### src/rtl/uart_cmd_pkg.sv
// Shared types and constants for the UART command assembler.
// Optional feature: define CMD_CHKSUM_EN for 3-byte frames with a checksum byte.
package uart_cmd_pkg;

  // Default inter-byte timeout: 10 byte times at 19200 baud with a 50 MHz clock.
  localparam int DEF_TIMEOUT_CYC = 260400;
  localparam int DEF_TO_W        = 19;

  // Frame assembly states.
  typedef enum logic [1:0] {
    WAIT_HI = 2'd0,
    WAIT_LO = 2'd1,
    WAIT_CK = 2'd2
  } state_e;

  // Checksum byte for a frame: bitwise inverse of the 8-bit sum of high and low bytes.
  function automatic logic [7:0] chksum(input logic [7:0] hi, input logic [7:0] lo);
    logic [7:0] sum;
    sum = hi + lo;
    return ~sum;
  endfunction

endpackage

### src/rtl/frame_timer.sv
// Inter-byte timeout counter. Cleared while idle or when a byte is taken,
// counts while a frame waits for its next byte, saturates at the last cycle.
module frame_timer
  import uart_cmd_pkg::*;
#(
  parameter int TIMEOUT_CYC = DEF_TIMEOUT_CYC,
  parameter int TO_W        = DEF_TO_W
) (
  input  logic clk,
  input  logic rst_n,
  input  logic clear_i,
  input  logic enable_i,
  output logic expire_o
);

  localparam logic [TO_W-1:0] LAST_CNT = TO_W'(TIMEOUT_CYC - 1);
  localparam logic [TO_W-1:0] ONE_CNT  = TO_W'(1);

  logic [TO_W-1:0] count_q;
  logic [TO_W-1:0] count_d;

  // Next count: clear has priority, then increment until the last cycle, then hold.
  always_comb begin
    count_d = count_q;
    if (clear_i) begin
      count_d = {TO_W{1'b0}};
    end else if (enable_i && (count_q != LAST_CNT)) begin
      count_d = count_q + ONE_CNT;
    end else begin
      count_d = count_q;
    end
  end

  // Counter register.
  always_ff @(posedge clk or negedge rst_n) begin
    if (!rst_n) begin
      count_q <= {TO_W{1'b0}};
    end else begin
      count_q <= count_d;
    end
  end

  // Expiry only counts while the frame is actually waiting.
  assign expire_o = enable_i & (count_q == LAST_CNT);

endmodule

### src/rtl/uart_cmd_assembler.sv
// Assembles UART bytes (high byte first) into 16-bit commands with an
// inter-byte timeout that drops half-received frames.
// Optional feature: define CMD_CHKSUM_EN for a trailing checksum byte.
module uart_cmd_assembler
  import uart_cmd_pkg::*;
#(
  parameter int TIMEOUT_CYC = DEF_TIMEOUT_CYC,
  parameter int TO_W        = DEF_TO_W
) (
  input  logic        clk,
  input  logic        rst_n,
  input  logic        rx_rdy,
  input  logic [7:0]  rx_data,
  output logic        clr_rx_rdy,
  input  logic        clr_cmd_rdy,
  output logic [15:0] cmd,
  output logic        cmd_rdy,
  output logic        frame_err
);

  state_e      state_q;
  logic [7:0]  hi_byte_q;
`ifdef CMD_CHKSUM_EN
  logic [7:0]  lo_byte_q;
`endif
  logic [15:0] cmd_q;
  logic        cmd_rdy_q;
  logic        frame_err_q;

  logic        timer_clear_s;
  logic        timer_en_s;
  logic        timer_expire_s;

  // Every byte presented is taken in the same cycle, in any state.
  assign clr_rx_rdy = rx_rdy & rst_n;

  // Timer restarts whenever a byte is taken and idles in WAIT_HI.
  assign timer_clear_s = (state_q == WAIT_HI) | rx_rdy;
  assign timer_en_s    = (state_q != WAIT_HI) & ~rx_rdy;

  frame_timer #(
    .TIMEOUT_CYC (TIMEOUT_CYC),
    .TO_W        (TO_W)
  ) u_frame_timer (
    .clk      (clk),
    .rst_n    (rst_n),
    .clear_i  (timer_clear_s),
    .enable_i (timer_en_s),
    .expire_o (timer_expire_s)
  );

  // Frame FSM with registered command, ready flag and error pulse.
  always_ff @(posedge clk or negedge rst_n) begin
    if (!rst_n) begin
      state_q     <= WAIT_HI;
      hi_byte_q   <= 8'h00;
`ifdef CMD_CHKSUM_EN
      lo_byte_q   <= 8'h00;
`endif
      cmd_q       <= 16'h0000;
      cmd_rdy_q   <= 1'b0;
      frame_err_q <= 1'b0;
    end else begin
      frame_err_q <= 1'b0;
      // Consumer acknowledge; a completing frame below overrides it.
      if (clr_cmd_rdy) begin
        cmd_rdy_q <= 1'b0;
      end
      case (state_q)
        WAIT_HI: begin
          if (rx_rdy) begin
            hi_byte_q <= rx_data;
            cmd_rdy_q <= 1'b0;
            state_q   <= WAIT_LO;
          end
        end
        WAIT_LO: begin
          if (rx_rdy) begin
`ifdef CMD_CHKSUM_EN
            lo_byte_q <= rx_data;
            state_q   <= WAIT_CK;
`else
            cmd_q     <= {hi_byte_q, rx_data};
            cmd_rdy_q <= 1'b1;
            state_q   <= WAIT_HI;
`endif
          end else if (timer_expire_s) begin
            frame_err_q <= 1'b1;
            hi_byte_q   <= 8'h00;
            state_q     <= WAIT_HI;
          end
        end
`ifdef CMD_CHKSUM_EN
        WAIT_CK: begin
          if (rx_rdy) begin
            if (rx_data == chksum(hi_byte_q, lo_byte_q)) begin
              cmd_q     <= {hi_byte_q, lo_byte_q};
              cmd_rdy_q <= 1'b1;
            end else begin
              frame_err_q <= 1'b1;
            end
            state_q <= WAIT_HI;
          end else if (timer_expire_s) begin
            frame_err_q <= 1'b1;
            hi_byte_q   <= 8'h00;
            lo_byte_q   <= 8'h00;
            state_q     <= WAIT_HI;
          end
        end
`endif
        default: begin
          state_q <= WAIT_HI;
        end
      endcase
    end
  end

  assign cmd       = cmd_q;
  assign cmd_rdy   = cmd_rdy_q;
  assign frame_err = frame_err_q;

endmodule

### config.mk
export PLATFORM = sky130hd
export DESIGN_NAME = uart_cmd_assembler
export DESIGN_NICKNAME = d
export VERILOG_FILES = /design/src/rtl/uart_cmd_pkg.sv /design/src/rtl/frame_timer.sv /design/src/rtl/uart_cmd_assembler.sv
export SDC_FILE = /design/constraint.sdc
export NUM_CORES = 1
export LEC_CHECK = 0
export CORE_MARGIN = 3
export CORE_UTILIZATION = 35
export CTS_CLUSTER_DIAMETER = 200
export DETAILED_ROUTE_END_ITERATION = 16
export PLACE_DENSITY = 0.67
export SYNTH_ARGS = -nofsm -noshare
export SYNTH_HDL_FRONTEND = slang
export SYNTH_SLANG_ARGS = --single-unit
### constraint.sdc
create_clock -name clk -period 2.1 [get_ports clk]
set_input_delay 0.21 -clock clk [delete_from_list [all_inputs] [get_ports clk]]
set_output_delay 0.21 -clock clk [all_outputs]
set_load 0.01 [all_outputs]
## Word level (Yosys, flattened, before mapping)

Index checks and enable logic that the tools add are counted.

- Bits in writable memories: 0
- Flip-flop bits (word level): 47
- Latch bits: 0
- Bits of input ports: 12
- ROM bits: 0
- Memories kept: 0
- Word-level logic and storage cells: 44
- Output and inout port bits: 19

- Multiplexer cells: 17
- Divide/modulo/power cells: 0
- Add/subtract/negate cells: 1
- Magnitude comparators: 0
- Bitwise gates (word level): 5
- Multiply operators: 0
- Shift operators: 0
- Equal/unequal tests: 7
- Reductions and logical operators: 8

Operators by type and width:

| kind | number |
|---|---|
| two-way mux 19 bit | 2 |
| two-way mux 8 bit | 3 |
| adder 19 x 1 -> 19 bit, second input constant | 1 |
| equality test 19 x 18 -> 1 bit, second input constant | 1 |
| inequality test 19 x 18 -> 1 bit, second input constant | 1 |
| one-hot mux 8 bit (2 select lines) | 1 |
| two-way mux 1 bit | 6 |
| two-way mux 2 bit | 3 |
| inequality test 2 bit, second input constant | 3 |
| nonzero test 2 bit | 3 |
| one-hot mux 2 bit (2 select lines) | 1 |
| AND reduction 2 bit | 2 |
| AND reduction 4 bit | 1 |
| bitwise AND 1 bit | 3 |
| inequality test 3 bit, second input constant | 1 |
| equality test 2 x 1 -> 1 bit, second input constant | 1 |
| zero test 2 bit | 1 |
| one-hot mux 1 bit (2 select lines) | 1 |
| logical AND 1 bit | 1 |
| NOT 1 bit | 1 |
| bitwise OR 1 bit | 1 |

## Longest topological paths before layout

Gate-level depths: netlist (run 1).

- Depth in word-level cells: 6
- Gate-level depth with buffers: 5
- Mapped depth without buffers: 5

## Modules after synthesis

A second synthesis (run 1) with hierarchy kept.

- Cell total of the unflattened synthesis: 203
- Area total of the unflattened synthesis: 2223.4 um^2

Modules (own cells, without submodules):

| module | times used | seq. area each (um^2) | area an instance (um^2) | cells each |
|---|---|---|---|---|
| frame_timer | 1 | 475.5 | 1118.6 | 119 |
| uart_cmd_assembler | 1 | 675.6 | 1104.8 | 84 |

## Worst setup path before layout (run 1)

No wires, ideal clock.

- Path type: register to register
- Start: register u_frame_timer.count_q[0]
- End: register u_frame_timer.count_q[16]
- Clock period less this slack: 1529 ps
- Data required time: 1980 ps
- Path buffers: 0
- Stages on the path, launching flop included: 6
- Setup slack: 571 ps
- Setup time: 120 ps
- Arrival time: 1409 ps
- Cell sequence: dfrtp_1 > ha_1 > nand2_1 > nor4_4 > a31oi_1 > a41o_2

- Longest elaborated chain between the ends: 3
- Elaborated cells between the ends (all ways): 6
- Classes of those cells: add/sub: 1; eq/ne: 1; mux: 2; reduce/logical: 2

Ends and longest elaborated chain:

| element | line | text |
|---|---|---|
| from (decl) | frame_timer.sv:19 | `logic [TO_W-1:0] count_q;` |
| from (signal assigned) | frame_timer.sv:37 | `count_q <= {TO_W{1'b0}};` |
| from (signal assigned) | frame_timer.sv:39 | `count_q <= count_d;` |
| adder 19 x 1 -> 19 bit / inequality test 19 x 18 -> 1 bit (equally long branches) | frame_timer.sv:28, frame_timer.sv:27 |  |
| two-way mux 19 bit / logical AND 1 bit (equally long branches) | frame_timer.sv:27 | `end else if (enable_i && (count_q != LAST_CNT)) begin` |
| two-way mux 19 bit / nonzero test 2 bit (equally long branches) | -- |  |

Parallel ways exist; a longest one is shown, timed or not. The select of a mux whose other input is x is not followed.
A chain may end at the register's enable or synchronous reset.

## Worst setup path in the final report (run 1)

Same ends and word-level chain as after synthesis.

==> results of run 1 <==
state kept, by name (all words and copies together), names as in the netlist:
register and flops:
cmd 16, hi_byte_q 8, u_frame_timer.count_q 19, frame_err 1
state_q 1, cmd_rdy 1
kinds of logic after synthesis:
kind of cell	after synthesis
AND/OR/NAND/NOR	84
flip-flops	46
AO/OA/AOI/OAI	29
multiplexers	17
XOR/XNOR	8
buffers and inverters	8
adder cells (fa/ha/maj)	1
power groups by stage:
| stage | combinational (µW) | clock, µW | sequential, µW |
|---|---|---|---|
| 4_1_cts | 537 | 548 | 1100 |
| 6_report | 526 | 534 | 1100 |
| 3_3_place_gp | 528 | 0 | 1110 |
| 5_1_grt | 567 | 594 | 1120 |
| 2_1_floorplan | 172 | 0 | 1160 |
| 3_5_place_dp | 535 | 0 | 1120 |
worst max-delay path by stage:
stage | cells past startpoint | from | slack [ps] | to
3_5_place_dp | 5 | u_frame_timer.count_q[0]$_DFFE_PN0P_ | 380 | u_frame_timer.count_q[16]$_DFFE_PN0P_
5_1_grt | 5 | u_frame_timer.count_q[0]$_DFFE_PN0P_ | 230 | u_frame_timer.count_q[18]$_DFFE_PN0P_
6_report | 5 | u_frame_timer.count_q[0]$_DFFE_PN0P_ | 370 | u_frame_timer.count_q[16]$_DFFE_PN0P_
2_1_floorplan | 5 | u_frame_timer.count_q[0]$_DFFE_PN0P_ | 570 | u_frame_timer.count_q[16]$_DFFE_PN0P_
3_3_place_gp | 3 | rx_rdy | 410 | clr_rx_rdy
4_1_cts | 5 | u_frame_timer.count_q[0]$_DFFE_PN0P_ | 370 | u_frame_timer.count_q[16]$_DFFE_PN0P_
metal layers:
metal | global-route usage | vias to the layer above | part of all wire
li1 | - | 766 | -
met1 | 0.183 | 788 | 0.48
met2 | 0.195 | 26 | 0.47
met3 | 0.0188 | 8 | 0.032
met4 | 0.0541 | 0 | 0.016
met5 | 0 | - | 0
cell type report:
class | instances | area (µm²) | area share
clock buffer | 6 | 72.6 | 0.0278
clock inverter | 2 | 13.8 | 0.00526
inverter | 3 | 11.3 | 0.00431
multi-input combinational | 139 | 916 | 0.350
sequential | 46 | 1150 | 0.440
tap | 72 | 90.1 | 0.0344
timing repair buffer | 37 | 360 | 0.138
metrics by stage:
stage          utilization  setup slack [ps]  power [µW]
2_1_floorplan            -               571        1330
3_3_place_gp         0.448               406        1640
3_5_place_dp         0.448               384        1650
4_1_cts              0.464               367        2180
5_1_grt              0.464               230        2280
6_report             0.464               368        2160
cell usage after synthesis (3+ instances only):
library cell / count
and3_1: 5
nand3_1: 13
dfrtp_1: 46
xnor2_1: 6
clkbuf_1: 3
a31oi_1: 5
mux2_2: 16
nor2_1: 22
nand2_1: 10
nor3_1: 15
a21oi_1: 11
nor4_1: 3
o21ai_0: 7
==> out/qor.yml, run 1 <==
outcome: "finished, violations left"
violations: "negative hold slack"
firstDrtPassIters: 4
cts_setup_buffers: 0
stdcell_count: 305
clk_latency_ps: 300
tns_ps: 0
drive_above_1_share: 0.172
grt_max_degree: 47
ant_nets: 0
synthArstFlopShare: 1.00
cts_tree: "done"
regToRegSetupSlack_ps: 370
cts_repair_resize_count: 0
yosysSeqAreaShare: 0.548
syn-num-nets: 206
p_seq_frac: 0.509
coreArea_um2: 5640
muxShareOfSynthArea: 0.0906
ctsRootBufferMaster: "clkbuf_8"
critical_path_arrival_ps: 1920
relSlewSlack: 0.630
yosys.area_share.simple: 0.222
synth_xor_xnor_area_share: 0.0334
ir_drop_mv: 0.361
rows: 27
synth_ff_type: "dfrtp_1"
h-tree-depth: 2
slowest_delay_ps: 420
fp.dieH_um: 83.5
maxCapViolCount: 0
ys_top_cells_by_area: "dfrtp_1 55%, mux2_2 8.6%, nor2_1 3.9%"
dpl_cell_area_um2: 2530
tightestPinTransition_ps: 555
r2r-start: "u_frame_timer.count_q[0]$_DFFE_PN0P_"
final_cell_mix: "46 x dfrtp_1, 29 x clkdlybuf4s50_1, 22 x nor2_1"
syn_to_final_growth_pct: 24.6
rsz0062_at_grt: "no"
pin_count: 31
dp_cells: 297
syn_area_um2: 2100
antenna_found_initial: 0
grt_util_all_layers: 0.128
dieArea_um2: 6960
start_util: 0.372
min_path_type: "in2async"
cts_buffers: 5
finalHoldViolations: 13
wl_per_cell_um: 14.1
fmax_mhz: 578
slowest_stage: "dfrtp_1"
vias: 1588
cp-start-kind: "flip-flop"
cp_top_family: "simple AND/OR/NAND/NOR gates"
synth_edf_count: 0
ys_ff_latch: 46
intPower_uw: 1570
syn_inst: 193
clock_power_share: 0.248
clockBufferDepth: 2
cp-end-kind: "flip-flop"
slew_violations: 0
yosys.area.top_type: "dfrtp_1"
wl_mm: 4.30
io_buffers: 30
synth_area_per_cell_um2: 10.9
fin_area_um2: 2620
clkTransAtPathRegs_ps: 90
drc: 0
p_per_area_nw_per_um2: 825
crit_path_max_fanout: 5
fin_crit_sh: 0.825
vias_per_cell: 5.21
worstPathRequired_ps: 2290
fillCellCount: 522
setup_viol: 0
globalRouteOverflowTotal: 0
power.switching_uw: 583
synthAdderAreaFrac: 0.00596
holdBufCountCts: 0
crit_chain: "ha_1 -> nand2_1 -> nor4_4 -> a31oi_1 -> a41o_2"
final_common_cell: "dfrtp_1"
critical_path_buf_inv_count: 0
grt_pass1_wl_mm: 7.38
netlist.area_leader.share: 0.548
synth_top_family_by_area: "simple AND/OR/NAND/NOR gates"
nNetsFinal: 245
hpwlAfterDp_mm: 3.06
globalplace.congestion: 0.791
hold_ws_ps: -15.0
first_global_vias: 1537
crit_type: "reg2reg"
swShare: 0.270
reg2reg_depth: 5
die_w_um: 83.5
drt_iter0_markers: 67
synthDistinctLibCells: 36
finalClockSkew_ps: 12.4
pwr-share-comb: 0.244
synth-compound-area-share: 0.0846
synth_warnings: 0
diodes: 0
p_leak_uw: 0.00111
fin_crit_ps: 1730
regToRegEndpoint: "u_frame_timer.count_q[16]$_DFFE_PN0P_"
clock_sinks: 46
(Power assumes the default switching activity.)
==> inputs of run 2 (changes only) <==
==> constraint.sdc (replaced) <==
create_clock -name clk -period 1.7 [get_ports clk]
set_input_delay 0.17 -clock clk [delete_from_list [all_inputs] [get_ports clk]]
set_output_delay 0.17 -clock clk [all_outputs]
set_load 0.01 [all_outputs]
==> run 2 against run 1 <==
  * The flow now finishes without violations
  * Design area grew 3.3%
  * Wire length grew 0.40%
  * Critical path depth shrank 1
  * Largest cell class unchanged
  * Count of clock-buffer cells in the layout shrank 1
  * First-iteration DRC count shrank 10%
  * Worst setup slack lost 270 ps
  * Total power grew 26%
  * Register-to-register slack lost 260 ps
==> out/qor.yml, run 2 (synthesis results as in run 1) <==
fmax_mhz: 623
outcome: "finished clean"
relSlewSlack: 0.606
clock_sinks: 46
tns_ps: 0
start_util: 0.372
cp_top_family: "buffers and inverters"
clk_latency_ps: 300
worstPathRequired_ps: 1530
wl_mm: 4.32
fp.dieH_um: 83.5
vias: 1627
clkTransAtPathRegs_ps: 80
final_common_cell: "dfrtp_1"
io_buffers: 30
antenna_found_initial: 0
grtUsageMet3: 0.0276
globalplace.congestion: 0.847
drive_above_1_share: 0.208
finalClockSkew_ps: 7.06
cts_buffers: 5
cp-end-kind: "output pin"
grt_pass1_wl_mm: 7.71
clockBufferDepth: 2
dpl_cell_area_um2: 2580
globalRouteOverflowTotal: 0
grt_util_all_layers: 0.133
pin_count: 31
grt_max_degree: 47
ctsRootBufferMaster: "clkbuf_8"
ir_drop_mv: 0.487
firstDrtPassIters: 4
p_per_area_nw_per_um2: 1000
tightestPinTransition_ps: 590
fillCellCount: 530
seqCellArea_um2: 1150
total_power_uw: 2710
fin_area_um2: 2700
crit_type: "in2out"
syn_to_final_growth_pct: 28.6
slew_violations: 0
min_path_type: "in2reg"
cts_tree: "done"
multi_input_area_um2: 925
slowest_stage: "dlygate4sd3_1"
coreArea_um2: 5640
crit_path_max_fanout: 2
drc: 0
first_global_vias: 1615
fin_crit_ps: 1610
drt_iter0_markers: 60
hpwlAfterDp_mm: 3.10
dp_cells: 302
critical_path_arrival_ps: 1440
rsz0062_at_grt: "no"
cp-start-kind: "input pin"
grtUsageMet1: 0.186
rows: 27
slowest_delay_ps: 530
maxCapViolCount: 0
p_leak_uw: 0.00115
fin_crit_sh: 0.945
ant_nets: 0
use_met2: 0.207
stdcell_count: 312
die_w_um: 83.5
final_cell_mix: "45 x dfrtp_1, 29 x clkdlybuf4s50_1, 22 x nor2_1"
diodes: 0
nNetsFinal: 252
critical_path_buf_inv_count: 3
top_register: "u_frame_timer.count_q"
largest_register_ff_count: 19
setup_viol: 0
dieArea_um2: 6960
vias_per_cell: 5.21
crit_chain: "dlygate4sd3_1 -> buf_2 -> and2_1 -> clkdlybuf4s50_1"
finalHoldViolations: 0
wl_per_cell_um: 13.8
h-tree-depth: 2
grt-busiest-layer: "met2"
run 2: layout make-up:
| type | instances | share of cell area |
|---|---|---|
| clock inverters | 3 | 0.00927 |
| well taps | 72 | 0.0334 |
| flip-flops and latches | 46 | 0.427 |
| repair buffers | 44 | 0.158 |
| multi-input cells | 139 | 0.342 |
| clock buffers | 5 | 0.0255 |
| inverters | 3 | 0.00417 |
run 2: final timing paths:
check	start	to	slack, ps	depth (start not counted)
worst max register to register	u_frame_timer.count_q[7]$_DFFE_PN0P_	u_frame_timer.count_q[15]$_DFFE_PN0P_	110	4
max in group asynchronous	rst_n	u_frame_timer.count_q[5]$_DFFE_PN0P_	770	3
min in group asynchronous	rst_n	cmd[5]$_DFFE_PN0P_	490	3
worst min-delay path	clr_cmd_rdy	cmd_rdy$_DFF_PN0_	460	2
worst min register to register	cmd[15]$_DFFE_PN0P_	cmd[15]$_DFFE_PN0P_	510	1
worst max-delay path	rst_n	clr_rx_rdy	90	4
run 2: metrics by stage:
stage / setup slack, ps / util / hold slack (ps)
global placement: 86.1 / 0.457 / 317
detailed placement: 53.5 / 0.457 / 315
global route: 5.74 / 0.479 / 476
finish: 94.1 / 0.479 / 457
floorplan: 171 / - / -126
CTS: 39.4 / 0.475 / 456
run 2: per-layer routing:
| metal | vias up | routed length (µm) |
|---|---|---|
| met4 | 0 | 32 |
| met1 | 813 | 2040 |
| li1 | 783 | - |
| met2 | 27 | 2120 |
| met3 | 4 | 125 |
| met5 | - | 0 |
run 2: timing repair:
item / CTS / global route
resized for setup: 0 / 3
endpoints found under the setup margin: 0 / 3
hold endpoints to repair: 46 / 0
setup buffers: 0 / 1
hold buffers: 1 / 0
run 2: where the power goes:
part	switching (µW)	internal (µW)	total [µW]	leakage, µW
clock	395	297	692	0.0000447
sequential	88.0	1270	1350	0.000572
combinational	265	401	667	0.000532
==> inputs of run 3 (changes only) <==
--- a/config.mk
+++ b/config.mk
@@ -10,6 +10,7 @@
 export CTS_CLUSTER_DIAMETER = 200
 export DETAILED_ROUTE_END_ITERATION = 16
 export PLACE_DENSITY = 0.67
+export SLEW_MARGIN = 20
 export SYNTH_ARGS = -nofsm -noshare
 export SYNTH_HDL_FRONTEND = slang
 export SYNTH_SLANG_ARGS = --single-unit
==> results of run 3 <==
No change in the layout: final DEF, timing and power equal those of run 2.
